$ cat config.mk
export PLATFORM = sky130hd
export DESIGN_NAME = password_setter_gen
export DESIGN_NICKNAME = d
export VERILOG_FILES = /design/src/rtl/password_pkg.sv /design/src/rtl/pw_digit_buffer.sv /design/src/rtl/password_setter_gen.sv
export SDC_FILE = /design/constraint.sdc
export NUM_CORES = 1
export LEC_CHECK = 0
export CELL_PAD_IN_SITES_DETAIL_PLACEMENT = 1
export CELL_PAD_IN_SITES_GLOBAL_PLACEMENT = 1
export CORE_ASPECT_RATIO = 1.4
export CORE_MARGIN = 3
export CORE_UTILIZATION = 36
export DETAILED_ROUTE_END_ITERATION = 8
export PLACE_DENSITY_LB_ADDON = 0.1
export SLEW_MARGIN = 20
export SYNTH_ARGS = -nofsm -noshare
export SYNTH_HDL_FRONTEND = slang
export SYNTH_SLANG_ARGS = --single-unit
export TNS_END_PERCENT = 1
$ cat constraint.sdc
create_clock -name CLK -period 2.2 [get_ports CLK]
set_input_delay 0.44 -clock CLK [delete_from_list [all_inputs] [get_ports CLK]]
set_output_delay 0.44 -clock CLK [all_outputs]
set_load 0.1 [all_outputs]
$ cat src/rtl/password_pkg.sv
// password_pkg: shared FSM state encoding and digit width default for the password setter
package password_pkg;
    typedef enum logic [2:0] {
        S_IDLE    = 3'd0,
        S_ENTER   = 3'd1,
        S_CONFIRM = 3'd2,
        S_COMMIT  = 3'd3,
        S_DONE    = 3'd4,
        S_ERR     = 3'd5
    } state_e;
    localparam int DIGIT_W_DEF = 4;
endpackage

$ cat src/rtl/pw_digit_buffer.sv
// pw_digit_buffer: shadow register array for entered digits, one write and one read port sharing idx
module pw_digit_buffer #(
    parameter int DIGITS  = 4,
    parameter int DIGIT_W = 4,
    parameter int ADDR_W  = 2
) (
    input  logic               CLK,
    input  logic               we,
    input  logic [ADDR_W-1:0]  idx,
    input  logic [DIGIT_W-1:0] din,
    output logic [DIGIT_W-1:0] dout
);
    logic [DIGIT_W-1:0] mem_q [DIGITS];
    // capture a digit at the current position; contents need no reset
    always_ff @(posedge CLK) begin
        if (we) mem_q[idx] <= din;
    end
    assign dout = mem_q[idx];
endmodule

$ cat src/rtl/password_setter_gen.sv
// password_setter_gen: enter (and optionally confirm) a DIGITS-long code, then burst it into storage
module password_setter_gen import password_pkg::*; #(
    parameter int DIGITS  = 4,
    parameter int DIGIT_W = DIGIT_W_DEF,
    parameter int CONFIRM = 1,
    localparam int ADDR_W = (DIGITS > 1) ? $clog2(DIGITS) : 1
) (
    input  logic               CLK,
    input  logic               RST,
    input  logic               start,
    input  logic               cancel,
    input  logic               digit_valid,
    input  logic [DIGIT_W-1:0] digit,
    output logic               wr_en,
    output logic [ADDR_W-1:0]  wr_addr,
    output logic [DIGIT_W-1:0] wr_data,
    input  logic               wr_ready,
    output logic               busy,
    output logic               done,
    output logic               mismatch,
    output logic [ADDR_W-1:0]  index,
    output logic [2:0]         state_dbg
);
    state_e              state_q, state_d;
    logic [ADDR_W-1:0]   idx_q, idx_d;
    logic                mm_q, mm_d;
    logic                buf_we;
    logic [DIGIT_W-1:0]  buf_dout;
    logic                last;
    logic                diff;

    pw_digit_buffer #(.DIGITS(DIGITS), .DIGIT_W(DIGIT_W), .ADDR_W(ADDR_W)) u_buf (
        .CLK  (CLK),
        .we   (buf_we),
        .idx  (idx_q),
        .din  (digit),
        .dout (buf_dout)
    );

    assign last = idx_q == ADDR_W'(DIGITS - 1);
    assign diff = digit != buf_dout;

    // state, position and sticky mismatch registers
    always_ff @(posedge CLK or negedge RST) begin
        if (!RST) begin
            state_q <= S_IDLE;
            idx_q   <= '0;
            mm_q    <= 1'b0;
        end else begin
            state_q <= state_d;
            idx_q   <= idx_d;
            mm_q    <= mm_d;
        end
    end

    // next-state logic; cancel wins over a digit in the same cycle, commit ignores control inputs
    always_comb begin
        state_d = state_q;
        idx_d   = idx_q;
        mm_d    = mm_q;
        buf_we  = 1'b0;
        case (state_q)
            S_IDLE: begin
                if (start) begin
                    state_d = S_ENTER;
                    idx_d   = '0;
                    mm_d    = 1'b0;
                end
            end
            S_ENTER: begin
                if (cancel) begin
                    state_d = S_IDLE;
                    idx_d   = '0;
                end else if (digit_valid) begin
                    buf_we  = 1'b1;
                    idx_d   = last ? '0 : idx_q + 1'b1;
                    state_d = !last ? S_ENTER : (CONFIRM != 0) ? S_CONFIRM : S_COMMIT;
                end
            end
            S_CONFIRM: begin
                if (cancel) begin
                    state_d = S_IDLE;
                    idx_d   = '0;
                end else if (digit_valid) begin
                    mm_d    = mm_q | diff;
                    idx_d   = last ? '0 : idx_q + 1'b1;
                    state_d = !last ? S_CONFIRM : (mm_q | diff) ? S_ERR : S_COMMIT;
                end
            end
            S_COMMIT: begin
                if (wr_ready) begin
                    idx_d   = last ? '0 : idx_q + 1'b1;
                    state_d = last ? S_DONE : S_COMMIT;
                end
            end
            default: begin
                state_d = S_IDLE;
                idx_d   = '0;
                mm_d    = 1'b0;
            end
        endcase
    end

    assign wr_en     = state_q == S_COMMIT;
    assign wr_addr   = wr_en ? idx_q : '0;
    assign wr_data   = wr_en ? buf_dout : '0;
    assign busy      = state_q != S_IDLE;
    assign done      = state_q == S_DONE;
    assign mismatch  = state_q == S_ERR;
    assign index     = idx_q;
    assign state_dbg = state_q;
endmodule

# Word-level counts from Yosys, hierarchy flattened
# Memories as Yosys holds them, arrays and structs flattened.
# Index checks and enable logic that the tools add are counted.
[totals] out_inout_bits=15 ram_bits=16 ff_bits=6 memories=1 word_cells=56 input_bits=10
[mem_list] name="u_buf.mem_q" words=4 width=4 read_ports=1 rd_ports_with_merged_regs=0 write_ports=1 line_no="pw_digit_buffer.sv:13" rtl="logic [DIGIT_W-1:0] mem_q [DIGITS];"
[classes] muxes=28 addsub=1 bitwise_logic=2 reduce_logical=7 n_eq_ne=14
[op_table] cell="$mux 3" n=9
[op_table] cell="$mux 2" n=7
[op_table] cell="$pmux 3 s4" n=1
[op_table] cell="$mux 1" n=8
[op_table] cell="$reduce_and 4->1" n=2
[op_table] cell="$eq 3x2->1 const B" n=2
[op_table] cell="$eq 3x3->1 const B" n=2
[op_table] cell="$ne 2x2->1 const B" n=3
[op_table] cell="$ne 3x3->1 const B" n=2
[op_table] cell="$pmux 2 s3" n=1
[op_table] cell="$mux 4" n=1
[op_table] cell="$ne 4x4->1" n=1
[op_table] cell="$reduce_or 2->1" n=2
[op_table] cell="$eq 3x1->1 const B" n=1
[op_table] cell="$logic_not 3->1" n=1
[op_table] cell="$ne 3x1->1 const B" n=1
[op_table] cell="$pmux 1 s3" n=1
[op_table] cell="$reduce_and 3->1" n=1
[op_table] cell="$reduce_bool 3->1" n=1
[op_table] cell="$add 2x1->2 const B" n=1
[op_table] cell="$eq 2x2->1 const B" n=1
[op_table] cell="$ne 2x1->1 const B" n=1
[op_table] cell="$not 1->1" n=1
[op_table] cell="$or 1x1->1" n=1

# Longest topological paths before layout
# An unclocked memory read counts as a cell.
[depth] depth_word=8 ltp_mapped=5 mapped_depth_nobuf=5

# Cells and area by module
# A second synthesis with hierarchy kept.
[hier_totals] hier_cells=98 area_unflattened_um2=1214.9
[by_module_without_submodules] mod="pw_digit_buffer" instances=1 cells_per_inst=25 area_each_um2=616.8 seq_area_each_um2=480.5
[by_module_without_submodules] mod="password_setter_gen" instances=1 cells_per_inst=73 area_each_um2=598.1 seq_area_each_um2=150.1

# Worst setup path after synthesis
# No wires, ideal clock.
[synth_path] path_kind="reg2out" startpoint="register state_q[0], in the netlist state_dbg[0]" endpoint="output wr_data[0]" path_slack_ns=-2.077 required_time_ns=1.760 path_stages_with_launch=5 n_path_buf=1 t_arrival_ns=3.837 path_cell_list="dfrtp_1 clkbuf_1 nand2_1 nor2_1 and3_1"
[synth_between] elab_chain_len=2
[synth_lines] item="start: declaration" line_no="password_setter_gen.sv:24" rtl="state_e state_q, state_d;"
[synth_lines] item="start signal: assignment" line_no="password_setter_gen.sv:50" rtl="state_q <= state_d;"
[synth_lines] item="$eq 3x2->1" line_no="password_setter_gen.sv:104" rtl="assign wr_en = state_q == S_COMMIT;"
[synth_lines] item="via wr_en" line_no="password_setter_gen.sv:14" rtl="output logic wr_en,"
[synth_lines] item="$mux 4" line_no="password_setter_gen.sv:106" rtl="assign wr_data = wr_en ? buf_dout : '0;"
[synth_lines] item="end: declaration" line_no="password_setter_gen.sv:16" rtl="output logic [DIGIT_W-1:0] wr_data,"
# The timed path passes the listed nets, and every way through them passes these cells.

# Final worst setup path
[layout_path] startpoint="register idx_q[0], in the netlist index[0]" endpoint="output wr_data[3]"
[layout_between] elab_chain_len=2
[layout_lines] item="start: declaration" line_no="password_setter_gen.sv:25" rtl="logic [ADDR_W-1:0] idx_q, idx_d;"
[layout_lines] item="start signal: assignment" line_no="password_setter_gen.sv:51" rtl="idx_q <= idx_d;"
[layout_lines] item="$mem_v2 4x4"
[layout_lines] item="$mux 4" line_no="password_setter_gen.sv:106"
# Every way passes these cells.

==> flow_metrics.tcl <==
set metrics [dict create \
    synth_area_mm2 0.00126 \
    post-route-period-util_pct 97.2 \
    tns_ns 0 \
    synth_area_per_cell_um2 11.5 \
    switching_share_pct 48.2 \
    power.density_mw_per_mm2 1200 \
    synth_common_cells "16 x edfxtp_1, 8 x nor3_1, 7 x and2_1" \
    fill_cells 342 \
    relSlewSlack_pct 75.2 \
    ys_warn_count 0 \
    ys_types 38 \
    multi_input_area_um2 644 \
    wl_mm 3.07 \
    die_x_um 55.9 \
    avgRoutedWirePerCell_um 17.4 \
    crit_fanout 6 \
    ant_nets 0 \
    ir_drop_mv 0.864 \
    synth-edff-count 16 \
    grt_pass1_wl_mm 5.11 \
    clock-sinks 22 \
    crit_arrival_ns 1.70 \
    seqCellArea_um2 642 \
    slowest_stage "mux4_1" \
    layout_min_cycle_time_ns 2.14 \
    syn-num-nets 123 \
    min_path_type "in -> async" \
    gp_congestion 0.799 \
    r2r_cells 4 \
    ys_async_sr_fraction_pct 27.3 \
    required_ns 1.76 \
    r2r-start "index[0]" \
    syn_to_final_growth_pct 42.5 \
    tritoncts "yes" \
    start_util_pct 38.7 \
    cp-end-kind "output port" \
    maxCapViolCount 0 \
    drv_slew 0 \
    yosysSeqAreaShare_pct 50.2 \
    antenna_found_initial 0 \
    final_cells 176 \
    first_pass_iters 4 \
    tightest_slew_ns 0.362 \
    cts_root_buffer "clkbuf_8" \
    crit_chain "mux4_1 -> and2_4 -> buf_12" \
    yosysMostFrequentCell "edfxtp_1" \
    fmax_mhz 468 \
    ctsHtreeMaxLevel 1 \
    cp-startpoint "index[0]" \
    io_pins 25 \
    finalHoldWorstSlack_ns 0.429 \
    fin_nets 152 \
    clock_skew_ns 0.00163 \
    drc 0 \
    die_y_um 75.9 \
    critPathMaxStageDelay_ns 0.62 \
    pwr-share-comb_pct 56.8 \
    clkTransAtPathRegs_ns 0.07 \
    die-area_mm2 0.00424 \
    globalRouteOverflowTotal 0 \
    netlist_instances 109 \
    start_kind "flip-flop" \
    track_usage_pct 16.0 \
    cts_made_buffers 3 \
    dpl_cell_area_mm2 0.00172 \
    finalHoldViolCount 0 \
    synth_area_leaders "edfxtp_1 38%, dfrtp_1 12%, ha_1 4.0%, mux4_2 3.6%, and2_1 3.5%" \
    rows 24 \
    clkPwrFrac_pct 12.9 \
    grt_pass1_vias 1033 \
    n_antenna_cell 0 \
    critPathKind "reg -> out" \
    drt_iter0_drc 18 \
    setup_violations 0 \
    final_cell_area_mm2 0.00179 \
    clk_path_buf_depth 2 \
    io_buffers 24 \
    status "complete, no violations" \
    via_count 976 \
    clk_latency_ns 0.25 \
    grt_max_degree 17 \
    drive_above_1_share_pct 31.4 \
    dp_hpwl_mm 2.46 \
    reg2reg_slack_ns 0.35 \
    yosys.area.top_type "edfxtp_1" \
    power_leakage_nw 0.655 \
    postSynthRegisterBits 22 \
    synth_top_area_share_pct 38.2 \
    power_frac_seq_pct 30.2 \
    r2r_end "state_dbg[2]" \
    rsz0062_at_grt "false" \
    dp.cells 170 \
    fin_util_pct 55.2 \
    switchingPower_mw 1.03 \
    synthFlopType "edfxtp_1" \
    coreArea_mm2 0.00324 \
    power.internal_mw 1.11 \
    via_per_inst 5.55 \
]
-- metrics by stage --
stage / total power, mW / setup slack [ns]
floorplan: 1.53 / -0.269
global placement: 1.84 / 0.194
detailed placement: 1.86 / 0.123
CTS: 2.17 / 0.0542
global route: 2.26 / 0.00733
finish: 2.14 / 0.0613
-- power by group through the flow --
stage	Clock, mW	Sequential [mW]	Combinational [mW]
after detailed placement	0	0.671	1.19
after global routing	0.305	0.664	1.29
final	0.277	0.647	1.22
after global placement	0	0.666	1.18
after CTS	0.287	0.649	1.23
after floorplan	0	0.770	0.762
-- cell families (layout without fill, tap and decap cells) --
group,count (synthesis),after routing,share of synthesized area [%]
AND/OR/NAND/NOR,42,42,18.6
buffers and inverters,11,39,3.88
multiplexers,7,7,8.86
adder cells (fa/ha/maj),4,4,3.98
XOR/XNOR,4,4,2.79
flip-flops,22,22,50.2
AO/OA/AOI/OAI,19,19,11.7
-- area by class of cell --
| class | count | share of cell area [%] |
|---|---|---|
| clock buffers | 4 | 3.07 |
| inverters | 6 | 1.26 |
| multi-input cells | 76 | 36.0 |
| flip-flops and latches | 22 | 35.8 |
| well taps | 39 | 2.73 |
| repair buffers | 29 | 21.1 |
-- layer usage --
metal | vias up | part of all wire (%) | global-route usage [%]
li1 | 466 | - | -
met1 | 486 | 38 | 16.5
met2 | 22 | 58 | 33.3
met3 | 2 | 3.6 | 2.20
met4 | 0 | 0.75 | 5.54
met5 | - | 0 | 0
-- critical path, delay by kind of cell, from the launching register on --
family / cells / cell delay, ns
buffers and inverters: 1 / 0.16
muxes: 1 / 0.62
DFF: 1 / 0.46
and+or+nand+nor: 1 / 0.20
-- layout by cell type (no fill, tap or decap), types with 2 or more instances in the layout --
cell type and count:
nor2_1 4, buf_4 9, a21oi_1 3, clkdlybuf4s50_1 9, inv_1 6, xor2_1 4
dfrtp_4 2, o21ai_0 4, ha_1 4, mux2i_1 4, mux4_2 2, nor2_4 2
nand3_1 3, nand2b_1 3, and2_4 3, nor3b_1 2, and3b_1 2, dfrtp_2 3
and2_1 5, nor3_4 3, nor3_1 5, edfxtp_1 16, clkbuf_8 4, nand2_1 4
buf_12 11
-- sequential cells by signal (all words and copies together) (netlist names) --
register,cells
u_buf.mem_q,16
state_dbg,3
index,2
mm_q,1
-- worst max path at each step --
stage	endpoint	slack (ns)	depth (start not counted)
3_5_place_dp	state_dbg[2]	0.12	5
5_1_grt	wr_data[3]	0.007	3
2_1_floorplan	done	-0.27	3
4_1_cts	wr_data[3]	0.05	3
3_3_place_gp	mm_q	0.19	5
6_report	wr_data[3]	0.06	3
-- what timing repair did --
item / in CTS / in global routing
setup endpoints to repair: 1 / 0
setup buffers: 2 / 0
resized for setup: 0 / 0
hold buffers: 0 / 0
No activity file was read; power rests on OpenSTA's default activity.
